--- src/rtl/seg_pkg.sv ---
// Shared types and helpers for the multiplexed seven-segment scan controller.
package seg_pkg;

  localparam logic [6:0] SEG_BLANK = 7'b0000000;

  typedef enum logic {
    BLANK,
    SHOW
  } scan_state_e;

  function automatic int idx_width(input int num_digits);
    return (num_digits <= 1) ? 1 : $clog2(num_digits);
  endfunction

  function automatic int cnt_width(input int refresh_div, input int blank_cycles);
    int longest;
    longest = (refresh_div > blank_cycles) ? refresh_div : blank_cycles;
    return (longest <= 1) ? 1 : $clog2(longest);
  endfunction

endpackage

--- src/rtl/seven_seg_scan_ctrl_if.sv ---
// Load handshake between the hex-value producer and the scan controller.
interface seven_seg_scan_ctrl_if #(
  parameter int NUM_DIGITS = 4
) ();

  logic                    load_valid;
  logic                    load_ready;
  logic [4*NUM_DIGITS-1:0] load_data;
  logic [NUM_DIGITS-1:0]   load_mask;
  logic [NUM_DIGITS-1:0]   load_dp;

  modport master (
    output load_valid,
    output load_data,
    output load_mask,
    output load_dp,
    input  load_ready
  );

  modport slave (
    input  load_valid,
    input  load_data,
    input  load_mask,
    input  load_dp,
    output load_ready
  );

endinterface

--- src/rtl/seven_segment.sv ---
// Hex nibble to active-high segment pattern, bit0 = a ... bit6 = g.
module seven_segment (
  input  logic [3:0] hex_i,
  output logic [6:0] seg_o
);

  always_comb begin
    seg_o = 7'b0000000;
    case (hex_i)
      4'h0: seg_o = 7'b0111111;
      4'h1: seg_o = 7'b0000110;
      4'h2: seg_o = 7'b1011011;
      4'h3: seg_o = 7'b1001111;
      4'h4: seg_o = 7'b1100110;
      4'h5: seg_o = 7'b1101101;
      4'h6: seg_o = 7'b1111101;
      4'h7: seg_o = 7'b0000111;
      4'h8: seg_o = 7'b1111111;
      4'h9: seg_o = 7'b1101111;
      4'hA: seg_o = 7'b1110111;
      4'hB: seg_o = 7'b1111100;
      4'hC: seg_o = 7'b0111001;
      4'hD: seg_o = 7'b1011110;
      4'hE: seg_o = 7'b1111001;
      4'hF: seg_o = 7'b1110001;
      default: seg_o = 7'b0000000;
    endcase
  end

endmodule

--- src/rtl/seven_seg_scan_ctrl.sv ---
// Time-multiplexed scan of NUM_DIGITS common-anode digits with a blanking gap
// between digits and a one-entry load buffer that only takes effect at frame boundaries.
module seven_seg_scan_ctrl
  import seg_pkg::*;
#(
  parameter int NUM_DIGITS   = 4,
  parameter int REFRESH_DIV  = 50000,
  parameter int BLANK_CYCLES = 16
) (
  input  logic                  clk,
  input  logic                  rst_n,
  seven_seg_scan_ctrl_if.slave  load_if,
  output logic [6:0]            seg,
  output logic                  dp,
  output logic [NUM_DIGITS-1:0] an,
  output logic                  frame_done
);

  localparam int IDX_W = idx_width(NUM_DIGITS);
  localparam int CNT_W = cnt_width(REFRESH_DIV, BLANK_CYCLES);

  localparam logic [CNT_W-1:0] SHOW_LAST  = CNT_W'(REFRESH_DIV - 1);
  localparam logic [CNT_W-1:0] BLANK_LAST = CNT_W'(BLANK_CYCLES - 1);
  localparam logic [IDX_W-1:0] IDX_LAST   = IDX_W'(NUM_DIGITS - 1);

  scan_state_e state_q, state_d;
  logic [IDX_W-1:0] idx_q, idx_d;
  logic [CNT_W-1:0] cnt_q, cnt_d;
  logic             boundary;

  logic [4*NUM_DIGITS-1:0] act_data_q, pend_data_q;
  logic [NUM_DIGITS-1:0]   act_mask_q, pend_mask_q;
  logic [NUM_DIGITS-1:0]   act_dp_q,   pend_dp_q;
  logic                    pend_vld_q;

  logic [6:0]            seg_q;
  logic                  dp_q;
  logic [NUM_DIGITS-1:0] an_q;
  logic                  frame_done_q;

  logic       accept;
  logic       lit;
  logic [3:0] nibble;
  logic [6:0] dec_seg;

  always_comb begin
    state_d  = state_q;
    idx_d    = idx_q;
    cnt_d    = cnt_q + 1'b1;
    boundary = 1'b0;
    case (state_q)
      BLANK: begin
        if (cnt_q == BLANK_LAST) begin
          state_d = SHOW;
          cnt_d   = '0;
        end
      end
      SHOW: begin
        if (cnt_q == SHOW_LAST) begin
          state_d = BLANK;
          cnt_d   = '0;
          if (idx_q == IDX_LAST) begin
            idx_d    = '0;
            boundary = 1'b1;
          end else begin
            idx_d = idx_q + 1'b1;
          end
        end
      end
      default: begin
        state_d = BLANK;
        cnt_d   = '0;
      end
    endcase
  end

  assign accept = load_if.load_valid && !pend_vld_q;

  // Outputs are computed from the next state so they switch on the same edge as the FSM.
  assign nibble = act_data_q[{idx_d, 2'b00} +: 4];
  assign lit    = (state_d == SHOW) && act_mask_q[idx_d];

  seven_segment u_decoder (
    .hex_i (nibble),
    .seg_o (dec_seg)
  );

  always_ff @(posedge clk) begin
    if (!rst_n) begin
      state_q      <= BLANK;
      idx_q        <= '0;
      cnt_q        <= '0;
      act_data_q   <= '0;
      act_mask_q   <= '0;
      act_dp_q     <= '0;
      pend_data_q  <= '0;
      pend_mask_q  <= '0;
      pend_dp_q    <= '0;
      pend_vld_q   <= 1'b0;
      seg_q        <= SEG_BLANK;
      dp_q         <= 1'b0;
      an_q         <= '0;
      frame_done_q <= 1'b0;
    end else begin
      state_q <= state_d;
      idx_q   <= idx_d;
      cnt_q   <= cnt_d;

      // A word accepted on the boundary cycle lands in pending, never straight in active.
      if (boundary && pend_vld_q) begin
        act_data_q <= pend_data_q;
        act_mask_q <= pend_mask_q;
        act_dp_q   <= pend_dp_q;
      end
      if (accept) begin
        pend_data_q <= load_if.load_data;
        pend_mask_q <= load_if.load_mask;
        pend_dp_q   <= load_if.load_dp;
        pend_vld_q  <= 1'b1;
      end else if (boundary) begin
        pend_vld_q  <= 1'b0;
      end

      seg_q        <= lit ? dec_seg : SEG_BLANK;
      dp_q         <= lit && act_dp_q[idx_d];
      an_q         <= lit ? (NUM_DIGITS'(1) << idx_d) : '0;
      frame_done_q <= (state_d == SHOW) && (idx_d == IDX_LAST) && (cnt_d == SHOW_LAST);
    end
  end

  assign load_if.load_ready = !pend_vld_q;
  assign seg        = seg_q;
  assign dp         = dp_q;
  assign an         = an_q;
  assign frame_done = frame_done_q;

endmodule

--- src/flat_wrapper.sv ---
// flat-port wrapper written by rule: the top's interface ports become plain ports
module seven_seg_scan_ctrl_flat import seg_pkg::*;
#(
  parameter int NUM_DIGITS   = 4,
  parameter int REFRESH_DIV  = 50000,
  parameter int BLANK_CYCLES = 16
)
  (clk, rst_n, seg, dp, an, frame_done, load_if_load_valid, load_if_load_data, load_if_load_mask, load_if_load_dp, load_if_load_ready);
  seven_seg_scan_ctrl_if #(.NUM_DIGITS(NUM_DIGITS)) load_if_i ();
  input  logic clk;
  input  logic rst_n;
  output logic [6:0] seg;
  output logic dp;
  output logic [NUM_DIGITS-1:0] an;
  output logic frame_done;
  input wire logic [$bits(load_if_i.load_valid)-1:0] load_if_load_valid;
  input wire logic [$bits(load_if_i.load_data)-1:0] load_if_load_data;
  input wire logic [$bits(load_if_i.load_mask)-1:0] load_if_load_mask;
  input wire logic [$bits(load_if_i.load_dp)-1:0] load_if_load_dp;
  output wire logic [$bits(load_if_i.load_ready)-1:0] load_if_load_ready;
  assign load_if_i.load_valid = load_if_load_valid;
  assign load_if_i.load_data = load_if_load_data;
  assign load_if_i.load_mask = load_if_load_mask;
  assign load_if_i.load_dp = load_if_load_dp;
  assign load_if_load_ready = load_if_i.load_ready;
  seven_seg_scan_ctrl #(.NUM_DIGITS(NUM_DIGITS), .REFRESH_DIV(REFRESH_DIV), .BLANK_CYCLES(BLANK_CYCLES)) u_core (.clk(clk), .rst_n(rst_n), .load_if(load_if_i), .seg(seg), .dp(dp), .an(an), .frame_done(frame_done));
endmodule
--- config.mk ---
export PLATFORM = sky130hd
export DESIGN_NAME = seven_seg_scan_ctrl_flat
export DESIGN_NICKNAME = d
export VERILOG_FILES = /design/src/rtl/seg_pkg.sv /design/src/rtl/seven_seg_scan_ctrl_if.sv /design/src/rtl/seven_segment.sv /design/src/rtl/seven_seg_scan_ctrl.sv /design/src/flat_wrapper.sv
export SDC_FILE = /design/constraint.sdc
export NUM_CORES = 1
export LEC_CHECK = 0
export CORE_ASPECT_RATIO = 1.25
export CORE_MARGIN = 2
export CORE_UTILIZATION = 55
export DETAILED_ROUTE_END_ITERATION = 10
export PLACE_DENSITY = 0.76
export SLEW_MARGIN = 10
export SYNTH_ARGS = -nofsm -noshare
export SYNTH_HDL_FRONTEND = slang
export SYNTH_HIERARCHICAL = 1
export SYNTH_SLANG_ARGS = --single-unit
export TNS_END_PERCENT = 1
--- constraint.sdc ---
create_clock -name clk -period 6 [get_ports clk]
set_input_delay 1.2 -clock clk [delete_from_list [all_inputs] [get_ports clk]]
set_output_delay 1.2 -clock clk [all_outputs]
set_load 0.03 [all_outputs]
==> results.tsv <==
metric	value	unit
ys_warn_count	6	
start_util	56.9	%
slew_viol_final	0	
mostFrequentLayoutCells	nand2_1, dfxtp_1, clkdlybuf4s50_1	
crit_chain	or4_4 > nor3_4 > nand2_2 > a21oi_1 > mux2i_1 > inv_1 > ha_1 > mux4_2 > and2_1	
cts_hold_buffers	0	
synth_seq_area_share	43.1	%
timing.max_cap.violations	0	
syn_nets	471	
dp_hpwl	5.03	mm
finClkSkew	0.0136	ns
setup_viol	0	
syn_area_per_cell	8.65	sq um
grt_max_degree	59	
ys_async_sr_fraction	0	%
critPathSlowestCell	a21oi_1	
drc_errors	0	
syn_inst	435	
fillers	568	
cp_data_required_time	6.24	ns
syn_to_final_growth	16.7	%
first_pass_iters	4	
slew_headroom	28.3	%
via_per_inst	5.36	
clkTransAtPathRegs	0.09	ns
ys.flop_type	dfxtp_1	
core_area	0.00661	sq mm
drt-wirelength-per-cell	13.2	um
ant_nets	0	
synthTopCellsByArea	dfxtp_1, nand2_1, a21boi_0, a21boi_1, mux2i_1	
io_buffer_count	40	
cts_tree	done	
post_cts_buffers	0	
rsz0062_at_grt	no	
wirelength	7.36	mm
grt_antenna_before_repair	0	
fin_crit	3.74	ns
cts_resized	0	
worstMarginPinSlew	1.05	ns
cp-end-kind	register	
synth_top_area_cell	dfxtp_1	
critPathLaunchType	register	
ios	41	
rows	33	
tns	0	ns
finalCritPeriodShare	62.3	%
critPathMaxStageDelay	0.60	ns
drt-initial-drc-count	224	
timing.fmax	0.267	GHz
cts_root_buf	clkbuf_8	
clock_latency	0.35	ns
critical_path_class	register to register	
design_area	0.00439	sq mm
synth_top_area_share	43.1	%
nNetsFinal	501	
antennaDiodeCount	0	
htreeDepth	3	
status	completed	
p_leak	0.00159	uW
dieArea	0.00752	sq mm
die_y	96.5	um
worstPathArrival	3.99	ns
synth_edf_count	0	
hold_viol_final	0	
grt_remaining_overflow	0	
first_global_vias	2734	
grt_pass1_wl	12.5	mm
final_common_cell	nand2_1	
clock-sinks	81	
clk_path_buf_depth	2	
ir_drop	0.158	mV
netlist-cell-type-count	47	
die_x	78.0	um
drive_above_1_share	7.45	%
dpl_cell_area	0.00415	sq mm
syn_area	0.00376	sq mm
grt_use_total	21.0	%
vias	2988	
place_congestion	0.827	
numCtsBuffers	9	
critPathMaxFanout	8	
hp-class	register to register	
ys_ff_latch	81	
pwr_density_cell	243	mW/mm^2
-- where the power goes --
| group | internal, uW | leakage (uW) | switching (uW) |
|---|---|---|---|
| Clock | 260 | 0.000120 | 202 |
| Sequential | 548 | 0.000657 | 6.90 |
| Combinational | 27.9 | 0.000814 | 22.3 |
| Total | 836 | 0.00159 | 231 |
-- path summary, 6_finish.rpt --
| kind | startpoint | end | slack (ns) | cells past startpoint |
|---|---|---|---|---|
| worst max register to register | u_core/cnt_q[5] | u_core/seg[3] | 2.26 | 9 |
| worst min register to register | u_core/act_data_q[14] | u_core/act_data_q[14] | 0.46 | 2 |
| worst min-delay path | u_core/act_data_q[14] | u_core/act_data_q[14] | 0.46 | 2 |
| worst max-delay path | u_core/cnt_q[5] | u_core/seg[3] | 2.26 | 9 |
-- cell usage after synthesis (9+ instances only) --
library cell  count
mux2i_1          15
nand2_1         117
xor2_1            9
inv_1            10
ha_1              9
nor2_1           23
and2_1           10
clkbuf_1         14
dfxtp_1          81
nand3_1          10
a21boi_0         28
a21boi_1         20
-- per-stage QoR --
step	cells	power (uW)	utilization, %	hold WS, ns	setup WS (ns)
final	557	1070	66.4	0.456	2.26
after global routing	557	1110	66.4	0.475	2.05
after CTS	557	1070	66.4	0.456	2.29
after detailed placement	541	618	62.8	0.445	2.34
after global placement	541	617	62.8	0.438	2.52
after floorplan	435	593	-	0.430	2.64
-- critical path, delay by kind of cell (launching register included) --
family | cells | cell delay [ns]
and+or+nand+nor | 4 | 1.14
muxes | 2 | 0.95
AOI/OAI and AO/OA | 1 | 0.60
DFF | 1 | 0.40
adders and majority gates | 1 | 0.35
buffers and inverters | 1 | 0.20
-- state kept, by name, indices dropped and copies added, names as in the netlist, 2 cells and up --
name and flops:
u_core/act_mask_q 4, u_core/idx_q 2, u_core/an 4, u_core/cnt_q 16, u_core/pend_data_q 16, u_core/pend_dp_q 4, u_core/act_dp_q 4, u_core/pend_mask_q 4
u_core/act_data_q 16, u_core/seg 7
-- layer usage --
metal  global-route usage (%)  routed length, um  share of wire [%]
met4                     10.1                152                2.1
met1                     25.8               3410                 46
met2                     36.1               3590                 49
met3                     3.35                214                2.9
met5                        0                  0                  0
-- logic make-up (layout without fill, tap and decap cells) --
| group | count (synthesis) | in the layout | synth area share [%] |
|---|---|---|---|
| buffers and inverters | 34 | 69 | 4.69 |
| DFF | 81 | 81 | 43.1 |
| xor gates and xnor gates | 14 | 14 | 3.26 |
| adders and majority gates | 9 | 9 | 2.99 |
| and+or+nand+nor | 200 | 200 | 24.8 |
| muxes | 23 | 23 | 6.89 |
| AOI/OAI and AO/OA | 74 | 74 | 14.3 |
-- cell type report --
cell class	count	area (sq um)	share of cell area [%]
clock inverter	5	86.3	1.97
sequential	81	1620	37.0
tap	87	109	2.48
multi-input combinational	320	1960	44.7
clock buffer	11	151	3.45
inverter	11	41.3	0.941
timing repair buffer	42	415	9.47
Note: power is estimated with default switching activity, not from simulation.
